<file path="src/rtl/rx_sym_align.sv">
// rx_sym_align -- receive-side symbol alignment and decimation stage.
//
// Purpose:
//   Sits after the receive matched filter in the sample-rate domain. A
//   selectable-depth delay line aligns the sample stream, an integer
//   decimator with programmable phase picks one sample in 2^LOG2_DECIM, and
//   the symbol strobe is blanked while a new alignment setting flushes
//   through the delay line.
//
// Parameters:
//   WIDTH       sample width (signed two's complement)
//   DEPTH       delay-line registers, i.e. maximum selectable delay
//   SEL_W       width of delay_sel, 2^SEL_W > DEPTH
//   LOG2_DECIM  decimation factor is 2^LOG2_DECIM (0 = no decimation)
//   ACC_W       energy accumulator headroom bits (energy option only)
//
// Ports:
//   clk          system clock, rising edge
//   reset        asynchronous active-low reset
//   sam_clk      sample-rate clock enable, one clk wide
//   x_in         signed input sample, valid with sam_clk
//   delay_sel    delay in sample periods, 0..DEPTH (larger values clamp)
//   phase        decimation phase
//   data_out     signed decimated, aligned sample
//   sym_valid    one-cycle strobe: data_out is a new qualified symbol
//   settling     high while an alignment change is being flushed
//   clear_accum  synchronous clear of the energy accumulator (option)
//   energy       saturating sum of |data_out| over qualified symbols (option)
//
// Build option:
//   RX_ALIGN_ENERGY_EN  adds the clear_accum / energy symbol-energy
//                       accumulator. Undefined by default.

module rx_sym_align #(
  parameter int WIDTH      = 18,
  parameter int DEPTH      = 8,
  parameter int SEL_W      = 4,
  parameter int LOG2_DECIM = 2,
  parameter int ACC_W      = 8,
  localparam int PH_W      = (LOG2_DECIM > 0) ? LOG2_DECIM : 1
) (
  input  logic                    clk,
  input  logic                    reset,
  input  logic                    sam_clk,
  input  logic signed [WIDTH-1:0] x_in,
  input  logic [SEL_W-1:0]        delay_sel,
  input  logic [PH_W-1:0]         phase,
`ifdef RX_ALIGN_ENERGY_EN
  input  logic                    clear_accum,
`endif
  output logic signed [WIDTH-1:0] data_out,
  output logic                    sym_valid,
`ifdef RX_ALIGN_ENERGY_EN
  output logic [WIDTH+ACC_W-1:0]  energy,
`endif
  output logic                    settling
);

  localparam int TAPS = (DEPTH > 0) ? DEPTH : 1;
  localparam int SC_W = (DEPTH > 0) ? $clog2(DEPTH + 1) : 1;

  typedef enum logic {
    ST_RUN    = 1'b0,
    ST_SETTLE = 1'b1
  } state_t;

  logic signed [WIDTH-1:0] tap_q [TAPS];
  logic [SEL_W-1:0]        sel_eff_d;
  logic signed [WIDTH-1:0] sel_s_d;
  logic [PH_W-1:0]         cnt_q;
  logic                    pick_d;
  logic                    change_d;

  logic [SEL_W-1:0]        sel_q;
  logic [PH_W-1:0]         phase_q;
  state_t                  state_q;
  logic [SC_W-1:0]         scnt_q;
  logic                    settling_q;
  logic signed [WIDTH-1:0] data_out_q;
  logic                    sym_valid_q;

  // ---------------------------------------------------------------------
  // Delay line: shifts once per sample enable.
  // ---------------------------------------------------------------------
  if (DEPTH > 0) begin : g_taps
    for (genvar gi = 0; gi < DEPTH; gi++) begin : g_tap
      always_ff @(posedge clk or negedge reset) begin
        if (!reset) begin
          tap_q[gi] <= '0;
        end else if (sam_clk) begin
          if (gi == 0) tap_q[gi] <= x_in;
          else         tap_q[gi] <= tap_q[(gi > 0) ? gi - 1 : 0];
        end
      end
    end
  end else begin : g_no_taps
    assign tap_q[0] = '0;
  end

  // Out-of-range selections clamp to the deepest tap.
  always_comb begin
    sel_eff_d = (delay_sel > SEL_W'(DEPTH)) ? SEL_W'(DEPTH) : delay_sel;
    sel_s_d   = x_in;
    for (int k = 1; k <= DEPTH; k++) begin
      if (sel_eff_d == SEL_W'(k)) sel_s_d = tap_q[k-1];
    end
  end

  // ---------------------------------------------------------------------
  // Decimation counter and pick qualifier. Without decimation every
  // sample enable is a pick and the counter stays at zero.
  // ---------------------------------------------------------------------
  always_ff @(posedge clk or negedge reset) begin
    if (!reset) begin
      cnt_q <= '0;
    end else if (sam_clk && (LOG2_DECIM > 0)) begin
      cnt_q <= cnt_q + 1'b1;
    end
  end

  assign pick_d   = sam_clk && ((LOG2_DECIM == 0) || (cnt_q == phase));
  assign change_d = (delay_sel != sel_q) || (phase != phase_q);

  // ---------------------------------------------------------------------
  // Settle FSM. A change always wins over a sample-enable decrement so the
  // flush window restarts from the full depth.
  // ---------------------------------------------------------------------
  always_ff @(posedge clk or negedge reset) begin
    if (!reset) begin
      sel_q      <= '0;
      phase_q    <= '0;
      state_q    <= ST_SETTLE;
      scnt_q     <= SC_W'(DEPTH);
      settling_q <= 1'b1;
    end else begin
      sel_q   <= delay_sel;
      phase_q <= phase;
      if (change_d) begin
        state_q    <= ST_SETTLE;
        scnt_q     <= SC_W'(DEPTH);
        settling_q <= 1'b1;
      end else if (state_q == ST_SETTLE) begin
        if (scnt_q == '0) begin
          // Zero-depth line: nothing to flush.
          state_q    <= ST_RUN;
          settling_q <= 1'b0;
        end else if (sam_clk) begin
          scnt_q <= scnt_q - 1'b1;
          if (scnt_q == SC_W'(1)) begin
            state_q    <= ST_RUN;
            settling_q <= 1'b0;
          end
        end
      end
    end
  end

  // ---------------------------------------------------------------------
  // Output register. data_out follows every pick, qualified or not; the
  // strobe is suppressed while settling or when a change lands on the pick.
  // ---------------------------------------------------------------------
  always_ff @(posedge clk or negedge reset) begin
    if (!reset) begin
      data_out_q  <= '0;
      sym_valid_q <= 1'b0;
    end else begin
      if (pick_d) data_out_q <= sel_s_d;
      sym_valid_q <= pick_d && (state_q == ST_RUN) && !change_d;
    end
  end

  assign data_out  = data_out_q;
  assign sym_valid = sym_valid_q;
  assign settling  = settling_q;

`ifdef RX_ALIGN_ENERGY_EN
  // ---------------------------------------------------------------------
  // Symbol-energy accumulator: saturating sum of |data_out|. The magnitude
  // of the most negative sample fits in WIDTH unsigned bits.
  // ---------------------------------------------------------------------
  localparam int E_W = WIDTH + ACC_W;

  logic [E_W-1:0]   energy_q;
  logic [WIDTH-1:0] mag_d;
  logic [E_W:0]     sum_d;

  always_comb begin
    mag_d = data_out_q[WIDTH-1] ? (~$unsigned(data_out_q) + 1'b1)
                                : $unsigned(data_out_q);
    sum_d = {1'b0, energy_q} + (E_W + 1)'(mag_d);
  end

  always_ff @(posedge clk or negedge reset) begin
    if (!reset) begin
      energy_q <= '0;
    end else if (clear_accum) begin
      energy_q <= '0;
    end else if (sym_valid_q) begin
      energy_q <= sum_d[E_W] ? {E_W{1'b1}} : sum_d[E_W-1:0];
    end
  end

  assign energy = energy_q;
`endif

endmodule

</file>
<file path="config.mk">
export PLATFORM = sky130hd
export DESIGN_NAME = rx_sym_align
export DESIGN_NICKNAME = d
export VERILOG_FILES = /design/src/rtl/rx_sym_align.sv
export SDC_FILE = /design/constraint.sdc
export NUM_CORES = 1
export LEC_CHECK = 0
export CAP_MARGIN = 20
export CORE_ASPECT_RATIO = 2
export CORE_MARGIN = 1.5
export CORE_UTILIZATION = 40
export CTS_CLUSTER_SIZE = 20
export DETAILED_ROUTE_END_ITERATION = 8
export DONT_BUFFER_PORTS = 1
export GPL_ROUTABILITY_DRIVEN = 0
export GPL_TIMING_DRIVEN = 0
export PLACE_DENSITY = 0.61
export SYNTH_ARGS = -nofsm -noshare
export SYNTH_HDL_FRONTEND = slang
export SYNTH_SLANG_ARGS = --single-unit
export TNS_END_PERCENT = 5
</file>
<file path="constraint.sdc">
create_clock -name clk -period 4.7 [get_ports clk]
set_clock_uncertainty 0.05 [all_clocks]
set_input_delay 0.47 -clock clk [delete_from_list [all_inputs] [get_ports clk]]
set_output_delay 0.47 -clock clk [all_outputs]
set_load 0.1 [all_outputs]
</file>
# Yosys cells after proc, flatten, opt, wreduce, memory -nomap -nowiden
# Index checks and enable logic that the tools add are counted.
# Widths: inputs -> output; s select.
[op_classes]
add_sub_neg = 2
magnitude_cmp = 1
n_eq_ne = 13
n_mux = 23
bitwise_logic = 1
n_reduce_logical = 12
[op_table]
columns = ["op", "n"]
rows = [
  ["$mux 18", 8],
  ["$mux 4", 5],
  ["$eq 4x3->1 const B", 4],
  ["$mux 1", 10],
  ["$eq 4x1->1 const B", 2],
  ["$eq 4x2->1 const B", 2],
  ["$reduce_and 3->1", 2],
  ["$reduce_bool 3->1", 2],
  ["$eq 4x4->1 const B", 1],
  ["$gt 4x4->1 const B", 1],
  ["$logic_not 4->1", 1],
  ["$ne 4x4->1", 1],
  ["$reduce_bool 2->1", 2],
  ["$sub 4x1->4 const B", 1],
  ["$logic_and 1x1->1", 3],
  ["$add 2x1->2 const B", 1],
  ["$eq 2x2->1", 1],
  ["$ne 2x2->1", 1],
  ["$ne 2x2->1 const B", 1],
  ["$logic_not 1->1", 1],
  ["$logic_or 1x1->1", 1],
  ["$not 1->1", 1],
]
[word_totals]
register_bits = 177
inputBits = 27
out_inout_bits = 20
elab_cells = 68

# Logic depth before layout (Yosys ltp)
[logic_depth]
ltp_word = 11
mapped_depth = 8
depth_no_buf = 6

# Worst setup path before layout
# No wires, ideal clock.
[synth_path]
kind = "input to register"
from = "input delay_sel[3]"
to = "register data_out_q[16], in the netlist data_out[16]"
setup_ns = 0.134
t_arrival_ns = 1.698
t_required_ns = 4.516
slack_ns = 2.818
cell_stages = 8
path_buffers = 3
path_cell_list = "buf_6 > or3b_1 > buf_2 > buf_6 > a21oi_2 > a21oi_1 > a311oi_1 > o22ai_1"
[synth_via]
elab_chain_cells = 11
elab_cells_between_ends = 18
cone_classes = "1 x order compare; 8 x eq/ne; 9 x mux"
[synth_rtl]
columns = ["element", "line", "rtl"]
rows = [
  ["start: declaration", "46", "input logic [SEL_W-1:0] delay_sel,"],
  ["$gt 4x4->1", "102", "sel_eff_d = (delay_sel > SEL_W'(DEPTH)) ? SEL_W'(DEPTH) : delay_sel;"],
  ["$mux 4 (*)", "102", ""],
  ["$eq 4x1->1", "105", "if (sel_eff_d == SEL_W'(k)) sel_s_d = tap_q[k-1];"],
  ["$mux 18 (7 in a row)", "105", ""],
  ["$mux 18 (*)", "105", ""],
  ["end signal: assignment", "167", "if (pick_d) data_out_q <= sel_s_d;"],
  ["end: declaration", "79", "logic signed [WIDTH-1:0] data_out_q;"],
]
# Every way passes the cells marked *; elsewhere a longest branch is shown, timed or not.
# A chain may end at the register's enable or synchronous reset.

# Final worst setup path
[layout_path]
from = "register cnt_q[0]"
to = "register data_out_q[15], in the netlist data_out[15]"
[layout_via]
elab_chain_cells = 2
[layout_rtl]
columns = ["element", "line", "rtl"]
rows = [
  ["start: declaration", "70", "logic [PH_W-1:0] cnt_q;"],
  ["start signal: assignment", "117", "cnt_q <= cnt_q + 1'b1;"],
  ["$eq 2x2->1", "121", "assign pick_d = sam_clk && ((LOG2_DECIM == 0) || (cnt_q == phase));"],
  ["$logic_and 1x1->1", "121", ""],
]
# No other way between the ends.

==> summary.md <==
| Metric | Value |
|---|---|
| Met1 Usage GRT | between 20% and 30% |
| Max Slew Vio Count | 0 |
| Routed WL per cell | 20.7 um |
| Final Instance Area | around 9400 um2 |
| DR DRC count | 0 |
| Tcrit/Tclk final | 44.8% |
| Fill cells | between 1500 and 2000 |
| #FFs+latches synth | 177 |
| Area grow syn2layout | 12.9% |
| Hold crit path type | in -> async |
| Post-Route Setup TNS | 0 ps |
| IO Pins | 47 |
| Most used cell along the critical path | buf_2 |
| WP data arrival | approximately 2400 ps |
| Reg2reg start | cnt_q[0] |
| Sw Pwr | 1.85 mW |
| Worst hold slack | -38.2 ps |
| TritonCTS Buffers | 17 |
| Post-synth ARST share | 100% |
| CTS Sinks | 177 |
| Max clock buf depth | 2 |
| Max-capacitance violation count | 0 |
| H-tree depth | 4 |
| CTS tree | built |
| VDD IR max | 0.203 mV |
| Nets@finish | 723 |
| Worst slew margin | 37.5% |
| IO buf count | 0 |
| DIE AREA | 21700 um2 |
| CP max stage cell | dfrtp_1 |
| CP Max Fanout | 10 |
| Final worst-path setup slack | 2600 ps |
| Rows | 74 |
| TritonRoute pass-1 iters | 5 |
| Complex-gate fraction of the synthesized area | about 14% |
| Power Density | 543 nW/um2 |
| Internal power | 3.23 mW |
| Largest net degree at the start of global routing | 178 |
| GR peak layer | met2 |
| Ant diodes | 0 |
| Global-route wire length before repair | between 30000 and 40000 um |
| Primary FF master, synth | dfrtp_1 |
| Setup violators final | 0 |
| Total GRT Usage | 19.8% |
| Share of layout cells above drive strength 1 | between 20% and 30% |
| Unique masters post-synth | 50 |
| Outcome | finished, violations left |
| Post-Synthesis Cells | 667 |
| Synthesized area | 8290 um2 |
| RSZ-0062 raised after global routing | false |
| Worst Setup End Kind | flop |
| Clk pwr share | 30.4% |
| Core region area | 20400 um2 |
| Average size of a mapped cell | 12.4 um2 |
| Initial drt markers | roughly 280 |
| Failing checks | hold timing |
| Leak | 3.87 nW |
| Antenna violations before repair | 0 |
| Crit path required time | slightly below 5000 ps |
| Total gr overflow | 0 |
| DR vias | about 5400 |
| Flop-to-flop setup slack | roughly 2600 ps |
| CP startpoint kind | flop |
| Die Ht | 207 um |
| Path depth of the worst reg2reg path | 7 |
| Post-Synth Simple-Gate Area | 7.33% |
| DR vias/cell | 5.58 |
| Post-Layout Cell Count | 972 |
| Mux share of post-synthesis cell area | 19.8% |
| Worst slack, placed | 2420 ps |
| CP Launch Point | cnt_q[0] |
| Setup Fix Bufs, Post-CTS | 0 |
| Largest family of logic cells by synthesized area | multiplexers |
| Root buffer cell | clkbuf_16 |
| Syn_nets | approximately 700 |
| HPWL Detailed | ~15000 um |
| Final Hold Fails | 15 |
| # placed instances | a little over 900 |
| RR Endpoint | data_out[15] |
| Comb pwr share | 15.2% |
| Worst slew pin tran | 938 ps |
| Sw Share | between 30% and 40% |
| Worst path cell trace | xnor2_1, and3_1, buf_2, nand2_1, buf_2, a221oi_1, nor2_1 |
| Post-route ant nets | 0 |
| Vias in the first global route | 5901 |
| DRT Wirelength | 20100 um |
| Xor/xnor share of the synthesized area | 1.27% |
| Delay of the slowest critical-path stage | 430 ps |
| Die Wd | 105 um |
| Met2 Use GR | between 30% and 40% |
| Met3 track demand over resource | 4.43% |
| Seq/Total Area, Yosys | between 50% and 60% |
| Critical Path Sink | data_out[15] |
| Synth Area in Adders | 0.453% |
| Initial core utilization | 40.7% |
| Reg power frac | a little over half |
| WS Path Type | reg -> reg |
| Worst-Skew Late Latency | ~440 ps |
| Post-synth EDFFs | 0 |
| Yosys warns | 0 |
| Min Tclk post-route | roughly 2100 ps |
| Fmax | 475 MHz |
| Placed instance area | 8630 um2 |
| Worst-path clk slew | 70 ps |
-- layout make-up --
type	count	area, um2	share of cell area, %
plain buffers	53	259	2.77
multi-input cells	414	3510	37.6
inverters	23	86.3	0.922
repair buffers	7	87.6	0.936
clock inverters	12	179	1.91
clock buffers	20	467	4.99
flip-flops and latches	177	4430	47.4
well taps	266	333	3.56
-- worst max-delay path, delay by kind of cell, from the launching register on --
family	cells	cell delay, ps
AO/OA/AOI/OAI	1	290
XOR/XNOR	1	160
AND/OR/NAND/NOR	3	530
buffers and inverters	2	540
flip-flops	1	430
-- stage by stage --
stage	utilization, %	power [mW]
floorplan	-	3.28
global route	45.9	5.30
finish	45.9	5.08
global placement	42.3	3.47
CTS	45.9	5.11
detailed placement	42.3	3.53
-- how the worst min path moves through the flow --
stage,startpoint,end,cells past startpoint
6_report,reset,tap_q[53],1
5_1_grt,reset,tap_q[143],1
4_1_cts,reset,tap_q[143],1
3_5_place_dp,reset,tap_q[143],0
3_3_place_gp,reset,tap_q[143],0
2_1_floorplan,reset,cnt_q[0],0
-- placed cells by master, fill, tap and decap left out, types with 3 or more instances in the layout --
| cell | netlist | layout |
|---|---|---|
| clkbuf_1 | 29 | 29 |
| buf_2 | 13 | 13 |
| xor2_1 | 6 | 6 |
| and3_1 | 3 | 3 |
| nor2b_1 | 20 | 20 |
| inv_1 | 22 | 22 |
| nand3b_1 | 18 | 18 |
| o2bb2ai_1 | 32 | 32 |
| clkinvlp_4 | 0 | 3 |
| ha_1 | 3 | 3 |
| mux2i_1 | 18 | 18 |
| dlygate4sd3_1 | 0 | 6 |
| a21oi_1 | 9 | 9 |
| clkbuf_8 | 0 | 3 |
| o21ai_1 | 3 | 3 |
| buf_4 | 3 | 3 |
| a221oi_1 | 7 | 7 |
| buf_6 | 4 | 4 |
| clkbuf_16 | 0 | 17 |
| mux2_2 | 128 | 128 |
| o21ai_0 | 35 | 35 |
| dfrtp_1 | 174 | 174 |
| a221o_1 | 16 | 16 |
| dfstp_2 | 3 | 3 |
| bufinv_16 | 0 | 4 |
| nand2_1 | 22 | 22 |
| a221oi_2 | 9 | 9 |
| o221ai_1 | 17 | 17 |
| nor2_1 | 38 | 38 |
| xnor2_1 | 6 | 6 |
-- cell families after synthesis --
group | count (synthesis)
DFF | 177
buffers and inverters | 76
muxes | 147
and+or+nand+nor | 112
xor gates and xnor gates | 12
adders and majority gates | 3
AOI/OAI and AO/OA | 140
-- flip-flops by register name, indices dropped and copies added (netlist names), 2 cells and up --
register,count
tap_q,144
scnt_q,4
cnt_q,2
phase_q,2
sel_q,4
data_out,18
-- routing by layer --
metal / up-vias / routed length (um)
met5: - / 0
met4: 0 / 634
met3: 42 / 799
met2: 134 / 11200
met1: 2746 / 7490
li1: 2497 / -
-- power groups by stage --
| stage | Sequential [mW] | Combinational [mW] | Clock (mW) |
|---|---|---|---|
| 4_1_cts | 2.76 | 0.782 | 1.57 |
| 3_5_place_dp | 2.79 | 0.739 | 0 |
| 2_1_floorplan | 2.68 | 0.604 | 0 |
| 6_report | 2.76 | 0.773 | 1.54 |
| 5_1_grt | 2.81 | 0.861 | 1.62 |
| 3_3_place_gp | 2.76 | 0.708 | 0 |
-- synthesized netlist by cell type, types with 2 or more instances --
| cell | number | area [um2] |
|---|---|---|
| o21ai_0 | 35 | 175 |
| nand2_1 | 22 | 82.6 |
| o21ai_1 | 3 | 15.0 |
| o221ai_1 | 17 | 149 |
| nor2b_1 | 20 | 125 |
| dfrtp_1 | 174 | 4350 |
| mux2_2 | 128 | 1440 |
| dfstp_2 | 3 | 78.8 |
| a21oi_1 | 9 | 45.0 |
| buf_4 | 3 | 22.5 |
| clkbuf_1 | 29 | 109 |
| o2bb2ai_1 | 32 | 280 |
| and3_1 | 3 | 18.8 |
| buf_1 | 2 | 7.51 |
| nand3b_1 | 18 | 135 |
| mux2i_1 | 18 | 180 |
| xor2_1 | 6 | 52.6 |
| nor3_1 | 2 | 10.0 |
| a221o_1 | 16 | 160 |
| nor2_1 | 38 | 143 |
| buf_6 | 4 | 45.0 |
| ha_1 | 3 | 37.5 |
| clkbuf_2 | 2 | 10.0 |
| buf_2 | 13 | 65.1 |
| inv_1 | 22 | 82.6 |
| a221oi_2 | 9 | 135 |
| a221oi_1 | 7 | 61.3 |
| xnor2_1 | 6 | 52.6 |
| a2bb2oi_1 | 2 | 17.5 |
-- what timing repair did --
item                      in CTS  in global routing
hold buffers                   7                  0
resized for setup              0                  0
hold endpoints to repair     183                  0
Power figures use the tool's default switching activity.
